===== src/rtl/pc_sequencer.sv =====
// pc_sequencer
// Registered program-counter sequencer for the fetch stage. Holds the current
// fetch address, advances it sequentially, and redirects it on resolved
// branches, jumps, returns (via a circular return-address stack) and
// exceptions. Every accepted redirect raises a multi-cycle flush pulse.
//
// Ports
//   clk            rising-edge clock
//   rst_n          asynchronous active-low reset
//   stall          hold pc (overridden by any accepted redirect)
//   br_valid       resolved control-flow instruction present
//   br_mode        00 jump-register, 01 branch-if-zero, 10 branch-if-nonzero,
//                  11 return
//   br_link        push return address when taken (call)
//   br_pc          address of the control-flow instruction
//   br_imm         immediate / offset
//   br_result      ALU result (condition or register operand)
//   exc_valid      exception request
//   pc             current fetch address
//   flush          squash younger instructions
//   ras_overflow   one-cycle pulse: push onto a full RAS
//   ras_underflow  one-cycle pulse: pop from an empty RAS
module pc_sequencer #(
  parameter int unsigned ADDRESS_SIZE = 32,
  parameter int unsigned INSTRUCTION_SIZE = 4,
  parameter logic [ADDRESS_SIZE-1:0] RESET_VECTOR = '0,
  parameter logic [ADDRESS_SIZE-1:0] EXCEPTION_VECTOR = ADDRESS_SIZE'('h100),
  parameter int unsigned RAS_DEPTH = 4,
  parameter int unsigned FLUSH_CYCLES = 2
) (
  input  logic                    clk,
  input  logic                    rst_n,
  input  logic                    stall,
  input  logic                    br_valid,
  input  logic [1:0]              br_mode,
  input  logic                    br_link,
  input  logic [ADDRESS_SIZE-1:0] br_pc,
  input  logic [ADDRESS_SIZE-1:0] br_imm,
  input  logic [ADDRESS_SIZE-1:0] br_result,
  input  logic                    exc_valid,
  output logic [ADDRESS_SIZE-1:0] pc,
  output logic                    flush,
  output logic                    ras_overflow,
  output logic                    ras_underflow
);

  localparam int unsigned PTR_W = (RAS_DEPTH > 1) ? $clog2(RAS_DEPTH) : 1;
  localparam int unsigned CNT_W = $clog2(RAS_DEPTH + 1);
  localparam int unsigned FC_W  = $clog2(FLUSH_CYCLES + 1);

  localparam logic [PTR_W-1:0]        PTR_LAST   = PTR_W'(RAS_DEPTH - 1);
  localparam logic [CNT_W-1:0]        CNT_FULL   = CNT_W'(RAS_DEPTH);
  localparam logic [FC_W-1:0]         FC_LOAD    = FC_W'(FLUSH_CYCLES);
  localparam logic [ADDRESS_SIZE-1:0] INC        = ADDRESS_SIZE'(INSTRUCTION_SIZE);
  localparam logic [ADDRESS_SIZE-1:0] ALIGN_MASK = ~(INC - ADDRESS_SIZE'(1));

  logic [ADDRESS_SIZE-1:0] ras_mem [RAS_DEPTH];
  logic [PTR_W-1:0]        ras_top;
  logic [CNT_W-1:0]        ras_count;
  logic [FC_W-1:0]         flush_cnt;

  logic [ADDRESS_SIZE-1:0] pc_next;
  logic [ADDRESS_SIZE-1:0] jr_target;
  logic [ADDRESS_SIZE-1:0] rel_target;
  logic [ADDRESS_SIZE-1:0] target;
  logic [ADDRESS_SIZE-1:0] ras_wdata;
  logic [PTR_W-1:0]        ras_top_next;
  logic [PTR_W-1:0]        ras_waddr;
  logic [PTR_W-1:0]        top_inc;
  logic [PTR_W-1:0]        top_dec;
  logic [CNT_W-1:0]        ras_count_next;
  logic [FC_W-1:0]         flush_cnt_next;
  logic                    br_accept;
  logic                    taken;
  logic                    redirect;
  logic                    ras_empty;
  logic                    ras_full;
  logic                    do_push;
  logic                    do_pop;
  logic                    ras_we;
  logic                    overflow_next;
  logic                    underflow_next;

  assign flush = (flush_cnt != '0);

  always_comb begin
    // Branches arriving during a flush belong to squashed instructions;
    // an exception in the same cycle drops the branch entirely.
    br_accept  = br_valid && !flush && !exc_valid;
    jr_target  = (br_imm - INC + br_result) & ALIGN_MASK;
    rel_target = br_pc + br_imm;
    ras_empty  = (ras_count == '0);
    ras_full   = (ras_count == CNT_FULL);

    taken  = 1'b0;
    target = jr_target;
    unique case (br_mode)
      2'b00: taken = 1'b1;
      2'b01: begin
        taken  = (br_result == '0);
        target = rel_target;
      end
      2'b10: begin
        taken  = (br_result != '0);
        target = rel_target;
      end
      2'b11: begin
        taken  = 1'b1;
        target = ras_empty ? jr_target : ras_mem[ras_top];
      end
      default: taken = 1'b0;
    endcase

    redirect       = br_accept && taken;
    do_pop         = redirect && (br_mode == 2'b11) && !ras_empty;
    underflow_next = redirect && (br_mode == 2'b11) && ras_empty;
    do_push        = redirect && br_link;
    // A pop-then-push never grows the stack, so it cannot overflow.
    overflow_next  = do_push && !do_pop && ras_full;

    top_inc = (ras_top == PTR_LAST) ? '0 : ras_top + 1'b1;
    top_dec = (ras_top == '0) ? PTR_LAST : ras_top - 1'b1;

    ras_top_next   = ras_top;
    ras_count_next = ras_count;
    ras_we         = 1'b0;
    ras_waddr      = ras_top;
    ras_wdata      = br_pc + INC;
    if (do_push && do_pop) begin
      ras_we = 1'b1;
    end else if (do_push) begin
      // When full, the slot after top holds the oldest entry and is reused.
      ras_we       = 1'b1;
      ras_waddr    = top_inc;
      ras_top_next = top_inc;
      if (!ras_full) ras_count_next = ras_count + 1'b1;
    end else if (do_pop) begin
      ras_top_next   = top_dec;
      ras_count_next = ras_count - 1'b1;
    end

    if (exc_valid)     pc_next = EXCEPTION_VECTOR;
    else if (redirect) pc_next = target;
    else if (stall)    pc_next = pc;
    else               pc_next = pc + INC;

    if (exc_valid || redirect) flush_cnt_next = FC_LOAD;
    else if (flush)            flush_cnt_next = flush_cnt - 1'b1;
    else                       flush_cnt_next = flush_cnt;
  end

  always_ff @(posedge clk or negedge rst_n) begin
    if (!rst_n) begin
      pc            <= RESET_VECTOR;
      flush_cnt     <= '0;
      ras_top       <= '0;
      ras_count     <= '0;
      ras_overflow  <= 1'b0;
      ras_underflow <= 1'b0;
      for (int i = 0; i < int'(RAS_DEPTH); i++) ras_mem[i] <= '0;
    end else begin
      pc            <= pc_next;
      flush_cnt     <= flush_cnt_next;
      ras_top       <= ras_top_next;
      ras_count     <= ras_count_next;
      ras_overflow  <= overflow_next;
      ras_underflow <= underflow_next;
      if (ras_we) ras_mem[ras_waddr] <= ras_wdata;
    end
  end

endmodule


===== config.mk =====
export PLATFORM = sky130hd
export DESIGN_NAME = pc_sequencer
export DESIGN_NICKNAME = d
export VERILOG_FILES = /design/src/rtl/pc_sequencer.sv
export SDC_FILE = /design/constraint.sdc
export NUM_CORES = 1
export LEC_CHECK = 0
export ABC_AREA = 0
export ABC_CLOCK_PERIOD_IN_PS = 4230
export CAP_MARGIN = 25
export CORE_UTILIZATION = 58
export CTS_CLUSTER_DIAMETER = 30
export CTS_CLUSTER_SIZE = 16
export DETAILED_ROUTE_END_ITERATION = 6
export GPL_ROUTABILITY_DRIVEN = 1
export HOLD_SLACK_MARGIN = 0.03
export PLACE_DENSITY = 0.82
export SYNTH_ARGS = -nofsm -noshare
export SYNTH_HDL_FRONTEND = slang
export SYNTH_SLANG_ARGS = --single-unit

===== constraint.sdc =====
create_clock -name clk -period 4.23 [get_ports clk]
set_clock_uncertainty 0.15 [all_clocks]
set_input_delay 0.423 -clock clk [delete_from_list [all_inputs] [get_ports clk]]
set_output_delay 0.423 -clock clk [all_outputs]
set_load 0.05 [all_outputs]

==> impl_metrics.env, run 1 <==
export IMPL_post_cts_resized=0
export IMPL_rsz0062_at_grt="false"
export IMPL_maxSlewViolCount=0
export IMPL_synth_cells=1487
export IMPL_cts_tree="yes"
export IMPL_io_buffers=138
export IMPL_layout_drive_gt1_share_pct=9.69
export IMPL_yosys_warnings=0
export IMPL_post_drt_wl_per_cell_um=19.6
export IMPL_synthArstFlopShare_pct=100
export IMPL_drv_cap=0
export IMPL_stdcell_area_um2=15500
export IMPL_cts_inserted_buffers=17
export IMPL_placed_cells=1897
export IMPL_place_gp_congestion=0.940
export IMPL_htree_levels=4
export IMPL_p_leak_nw=7.11
export IMPL_clockBufferDepth=2
export IMPL_hp_class="in -> async"
export IMPL_hold_viol=0
export IMPL_yosysTopAreaCell="dfrtp_1"
export IMPL_worstMarginPinSlew_ps=843
export IMPL_synth_edf_count=0
export IMPL_slew_headroom_pct=43.8
export IMPL_die_h_um=151
export IMPL_viasPerCell=6.08
export IMPL_antenna_found_initial=2
export IMPL_rows=54
export IMPL_instances_no_fill=1932
export IMPL_synth_area_um2=12900
export IMPL_die_area_um2=22800
export IMPL_synthTopCellsByArea="dfrtp_1 33%, ha_1 9.9%, a21oi_1 7.0%"
export IMPL_tns_ps=0
export IMPL_drc_errors=0
export IMPL_worst_setup_path_end_kind="flip-flop"
export IMPL_die_w_um=151
export IMPL_syn2layout_area_growth_pct=20.1
export IMPL_grt_pass1_vias=11110
export IMPL_clock_sinks=169
export IMPL_grt_start_max_net_pins=119
export IMPL_postCtsSetupRepairBufs=0
export IMPL_status="complete, no violations"
export IMPL_first_pass_iters=5
export IMPL_cts_clk_slew_worst_paths_ps=70
export IMPL_ys_flop_type="dfrtp_1"
export IMPL_cts_root_buf="clkbuf_16"
export IMPL_fin_crit_sh_pct=91.3
export IMPL_core_um2=21800
export IMPL_antenna_left=0
export IMPL_ys_ff_latch=169
export IMPL_post_route_util_pct=71.1
export IMPL_fin_ws_ps=366
export IMPL_ir_drop_v=0.000334
export IMPL_dp_hpwl_um=29000
export IMPL_syn_area_per_cell_um2=8.65
export IMPL_synth_nets=1696
export IMPL_final_nets=1847
export IMPL_start_kind="input port"
export IMPL_grt_total_usage_pct=34.2
export IMPL_max_freq_mhz=259
export IMPL_ctsHoldBuffers=0
export IMPL_ios=139
export IMPL_cp_arrival_ps=4060
export IMPL_whs_ps=216
export IMPL_cp_max_fo=13
export IMPL_grt_overflow=0
export IMPL_ys_types=78
export IMPL_setup_viol=0
export IMPL_clk_latency_ps=430
export IMPL_drt_wl_total_um=37800
export IMPL_crit_required_ps=4420
export IMPL_drt_iter0_drc=1001
export IMPL_yosysSeqAreaShare_pct=32.9
export IMPL_num_vias=11746
export IMPL_pre_cts_slack_ps=-2.08
export IMPL_initial_core_util_pct=59.1
export IMPL_criticalPathCategory="in -> reg"
export IMPL_period_minus_slack_ps=3860
export IMPL_power_density_nw_per_um2=429
export IMPL_yosysTopAreaCellShare_pct=32.9
export IMPL_finalPower_mw=6.63
export IMPL_grt_pass1_wl_um=59100
export IMPL_placed_cell_area_um2=14800
[Yosys cell counts, types with 18 or more instances]
cell type / count
a21oi_1: 180
nor2_1: 179
dfrtp_1: 169
inv_1: 144
ha_1: 102
nand2_1: 100
xnor2_1: 58
xor2_1: 54
o21ai_0: 51
clkbuf_1: 44
nand3_1: 38
a21o_1: 34
mux4_2: 32
and3_1: 21
a22oi_1: 18
[per-layer routing]
layer	global-route usage, %	up-vias	routed length [um]
met5	0	-	0
met3	5.00	59	2870
met4	10.5	0	899
li1	-	5551	-
met2	53.9	469	17600
met1	48.7	5667	16400
[cell families after synthesis]
group	share of synthesized area (%)
DFF	32.9
muxes	7.52
AOI/OAI and AO/OA	19.6
adders and majority gates	10.4
buffers and inverters	6.40
xor gates and xnor gates	7.62
and+or+nand+nor	15.6
[worst max-delay path: stages]
cell             delay (ps)
clkdlybuf4s50_1         550
nor4_1                  510
buf_4                   210
nand4_1                  80
nor2_1                  140
mux2i_1                  90
buf_4                   150
a211oi_4                300
buf_12                  160
nand2_1                  70
inv_1                    70
ha_1                    280
nand2_1                 110
o32a_1                  210
nor2_4                  220
buf_4                   250
nor2_1                   60
a21oi_1                 170
[worst paths after layout]
check	start	to	slack [ps]	cells after the start
worst max-delay path	br_result[25]	ras_mem[105]	370	18
worst min-delay path	rst_n	ras_mem[69]	220	2
worst max register to register	ras_count[2]	ras_mem[66]	1120	10
worst min register to register	ras_mem[64]	ras_mem[64]	360	1
max in group asynchronous	rst_n	pc[13]	2530	4
min in group clk	ras_mem[64]	ras_mem[64]	360	1
[report_power, final]
group          switching [mW]  leakage (nW)  internal [mW]
clock network           0.742         0.274          0.812
registers               0.353          2.26           2.10
logic                    1.43          4.58           1.20
[placed cells by master, fill, tap and decap left out, types with 7 or more instances in the layout]
cell               n
inv_1            144
and2_1             7
o211ai_1           7
nand4_1           17
nor4_1            10
dfrtp_1          168
nor3_1            17
mux2_2            13
mux2i_1           10
and3_1            21
clkdlybuf4s50_1  137
o221ai_1           7
nor2_1           179
nand3_1           38
mux4_2            32
a221oi_1          13
a211oi_1          12
a21o_1            34
ha_1             102
buf_4             52
o22ai_1           10
o21ai_0           51
a21oi_1          180
clkbuf_16         17
nand2_1          100
a22oi_1           18
nand2b_1          16
xnor2_1           58
xor2_1            54
[final cells by class]
cell class                 instances  area (um^2)
multi-input combinational       1109         7850
clock inverter                    13          126
sequential                       169         4230
inverter                         144          541
clock buffer                      19          453
fill                            1654         6300
antenna                            1         2.50
timing repair buffer             197         1910
tap                              280          350
[state kept, by name, summed over array words and instances, names as in the netlist]
| signal | cells |
|---|---|
| ras_overflow | 1 |
| flush_cnt | 2 |
| ras_mem | 128 |
| ras_count | 3 |
| pc | 32 |
| ras_underflow | 1 |
| ras_top | 2 |
No activity file was read; power rests on OpenSTA's default activity.
==> run 2: changes to the inputs <==
--- a/config.mk
+++ b/config.mk
@@ -8,13 +8,14 @@
 export ABC_AREA = 0
 export ABC_CLOCK_PERIOD_IN_PS = 4230
 export CAP_MARGIN = 25
-export CORE_UTILIZATION = 58
+export CORE_ASPECT_RATIO = 0.5
+export CORE_UTILIZATION = 60
+export CTS_BUF_LIST = sky130_fd_sc_hd__clkbuf_4
 export CTS_CLUSTER_DIAMETER = 30
 export CTS_CLUSTER_SIZE = 16
 export DETAILED_ROUTE_END_ITERATION = 6
-export GPL_ROUTABILITY_DRIVEN = 1
 export HOLD_SLACK_MARGIN = 0.03
-export PLACE_DENSITY = 0.82
+export PLACE_DENSITY = 0.84
 export SYNTH_ARGS = -nofsm -noshare
 export SYNTH_HDL_FRONTEND = slang
 export SYNTH_SLANG_ARGS = --single-unit
==> run 2 against run 1 <==
Flip-flop and latch count unchanged. Combinational power up 4%. Power down 7.3%. Via count up 3.4%. Cell count down 1.1%. Die area down 3.1%. Worst hold slack worse by 150 ps. Fmax up 2.6%. Sequential power about the same. Utilization up 1.3 points. Clock power down 39%. Global-route usage up 3.9 points. Largest power group unchanged. Highest routed layer unchanged.
==> impl_metrics.env, run 2 (synthesis gave the netlist of run 1 again) <==
export IMPL_pre_cts_slack_ps=-124
export IMPL_fin_crit_sh_pct=89.0
export IMPL_cp_max_fo=48
export IMPL_die_area_um2=22100
export IMPL_whs_ps=61.5
export IMPL_grt_total_usage_pct=38.2
export IMPL_htree_levels=4
export IMPL_sw_frac_of_total_pct=41.4
export IMPL_start_kind="input port"
export IMPL_die_w_um=209
export IMPL_viasPerCell=6.35
export IMPL_place_gp_congestion=1.00
export IMPL_largestRegisters="ras_mem: 128 flops, pc: 32 flops, ras_count: 3 flops"
export IMPL_ir_drop_v=0.000407
export IMPL_power_frac_comb_pct=44.4
export IMPL_grt_pass1_wl_um=63900
export IMPL_layout_drive_gt1_share_pct=8.92
export IMPL_drt_wl_total_um=40900
export IMPL_p_leak_nw=6.91
export IMPL_criticalPathCategory="in -> reg"
export IMPL_worstMarginPinSlew_ps=989
export IMPL_status="complete, no violations"
export IMPL_p_switching_mw=2.55
export IMPL_worst_setup_path_end_kind="flip-flop"
export IMPL_cpPeakStageDelay_ps=530
export IMPL_max_freq_mhz=266
export IMPL_setup_viol=0
export IMPL_drt_iter0_drc=1698
export IMPL_slew_headroom_pct=33.9
export IMPL_cpMostUsedCell="buf_4"
export IMPL_crit_required_ps=4630
export IMPL_ios=139
export IMPL_antenna_found_initial=1
export IMPL_drv_cap=0
export IMPL_layout_commonest_cell="a21oi_1"
export IMPL_slowest_stage="clkdlybuf4s50_1"
export IMPL_antenna_left=0
export IMPL_power_density_nw_per_um2=409
export IMPL_rows=37
export IMPL_clk_latency_ps=640
export IMPL_rsz0062_at_grt="false"
export IMPL_initial_core_util_pct=61.9
export IMPL_period_minus_slack_ps=3770
export IMPL_grt_overflow=0
export IMPL_cts_clk_slew_worst_paths_ps=150
export IMPL_seqPwrFrac_pct=40.1
export IMPL_final_nets=1833
export IMPL_p_int_mw=3.60
export IMPL_hp_class="in -> async"
export IMPL_ctsHoldBuffers=1
export IMPL_startpoint="br_result[0]"
export IMPL_final_cell_mix="180 x a21oi_1, 179 x nor2_1, 168 x dfrtp_1"
export IMPL_clock_sinks=169
export IMPL_dp_hpwl_um=31800
export IMPL_cp_cell_sequence="clkdlybuf4s50_1, nor4_1, buf_4, nand4_1, nor2_1, mux2i_1, buf_4, a211oi_4, buf_4, nand2_1, inv_1, ha_1, nor3_1, nand2_1, a21oi_4, buf_12, nor2_1, a21oi_1"
export IMPL_grt_start_max_net_pins=106
export IMPL_hold_viol=0
export IMPL_grt_pass1_vias=11484
export IMPL_largest_register_ffs=128
export IMPL_postCtsSetupRepairBufs=0
export IMPL_io_buffers=138
export IMPL_r2r_start="ras_count[2]"
export IMPL_fin_ws_ps=464
export IMPL_core_um2=20800
export IMPL_top_register="ras_mem"
export IMPL_finalPower_mw=6.15
export IMPL_post_cts_resized=0
export IMPL_pwr_share_clk_pct=15.5
export IMPL_maxSlewViolCount=0
export IMPL_num_vias=12141
export IMPL_cts_tree="yes"
export IMPL_drc_errors=0
export IMPL_first_pass_iters=6
export IMPL_cp_arrival_ps=4160
export IMPL_cts_inserted_buffers=17
export IMPL_die_h_um=106
export IMPL_syn2layout_area_growth_pct=16.8
export IMPL_clockBufferDepth=2
export IMPL_post_drt_wl_per_cell_um=21.4
export IMPL_cts_root_buf="clkbuf_4"
run 2: cell types whose count changed in the layout (fill, tap and decap cells not counted), moves of 3 or more:
cell | before | now
buf_4 | 52 | 38
clkbuf_16 | 17 | 0
clkbuf_4 | 0 | 20
clkinv_4 | 0 | 3
inv_8 | 4 | 1
run 2: metrics by stage:
step                TNS [ps]  cell area, um^2  std cells  util, %
floorplan                  0            12900       1487        -
CTS                        0            15000       1909     72.2
global route               0            15000       1911     72.3
finish                     0            15000       1911     72.3
global placement       -30.0            14700       1876     70.9
detailed placement     -6540            14700       1876     70.9
run 2: critical path: cells and delay by family:
family	cells	cell delay, ps
mux	1	210
fa+ha+maj	1	280
buf+inv	6	1390
compound gates	3	470
simple gates	7	1360
run 2: final timing paths:
kind	end	slack, ps	depth (start not counted)
setup reg to reg	ras_mem[91]	820	11
hold reg to reg	ras_mem[32]	370	1
setup / recovery	ras_mem[91]	460	18
min in group clk	ras_mem[32]	370	1
hold / removal	ras_mem[98]	60	2
max in group asynchronous	pc[24]	3170	3
run 2: final cells by class:
cell class / instances / area, um^2
Multi-Input combinational cell: 1109 / 7850
Antenna cell: 1 / 2.50
Timing Repair Buffer: 183 / 1810
Clock buffer: 20 / 150
Tap cell: 273 / 342
Clock inverter: 12 / 118
Sequential cell: 169 / 4230
Inverter: 144 / 541
Fill cell: 1615 / 5750
run 2: power groups by stage:
stage / Clock, mW / Sequential (mW) / Combinational, mW
2_1_floorplan: 0 / 2.39 / 1.80
4_1_cts: 0.959 / 2.46 / 2.66
6_report: 0.952 / 2.47 / 2.73
3_3_place_gp: 0 / 2.45 / 2.55
5_1_grt: 1.02 / 2.53 / 2.93
3_5_place_dp: 0 / 2.49 / 2.64
run 2: layer usage:
metal  track usage, %  share of wire (%)  up-vias
li1                 -                  -     5522
met1             57.0                 43     5825
met2             54.7                 42      720
met3             10.1                 13       74
met4             9.51                2.1        0
met5                0                  0        -
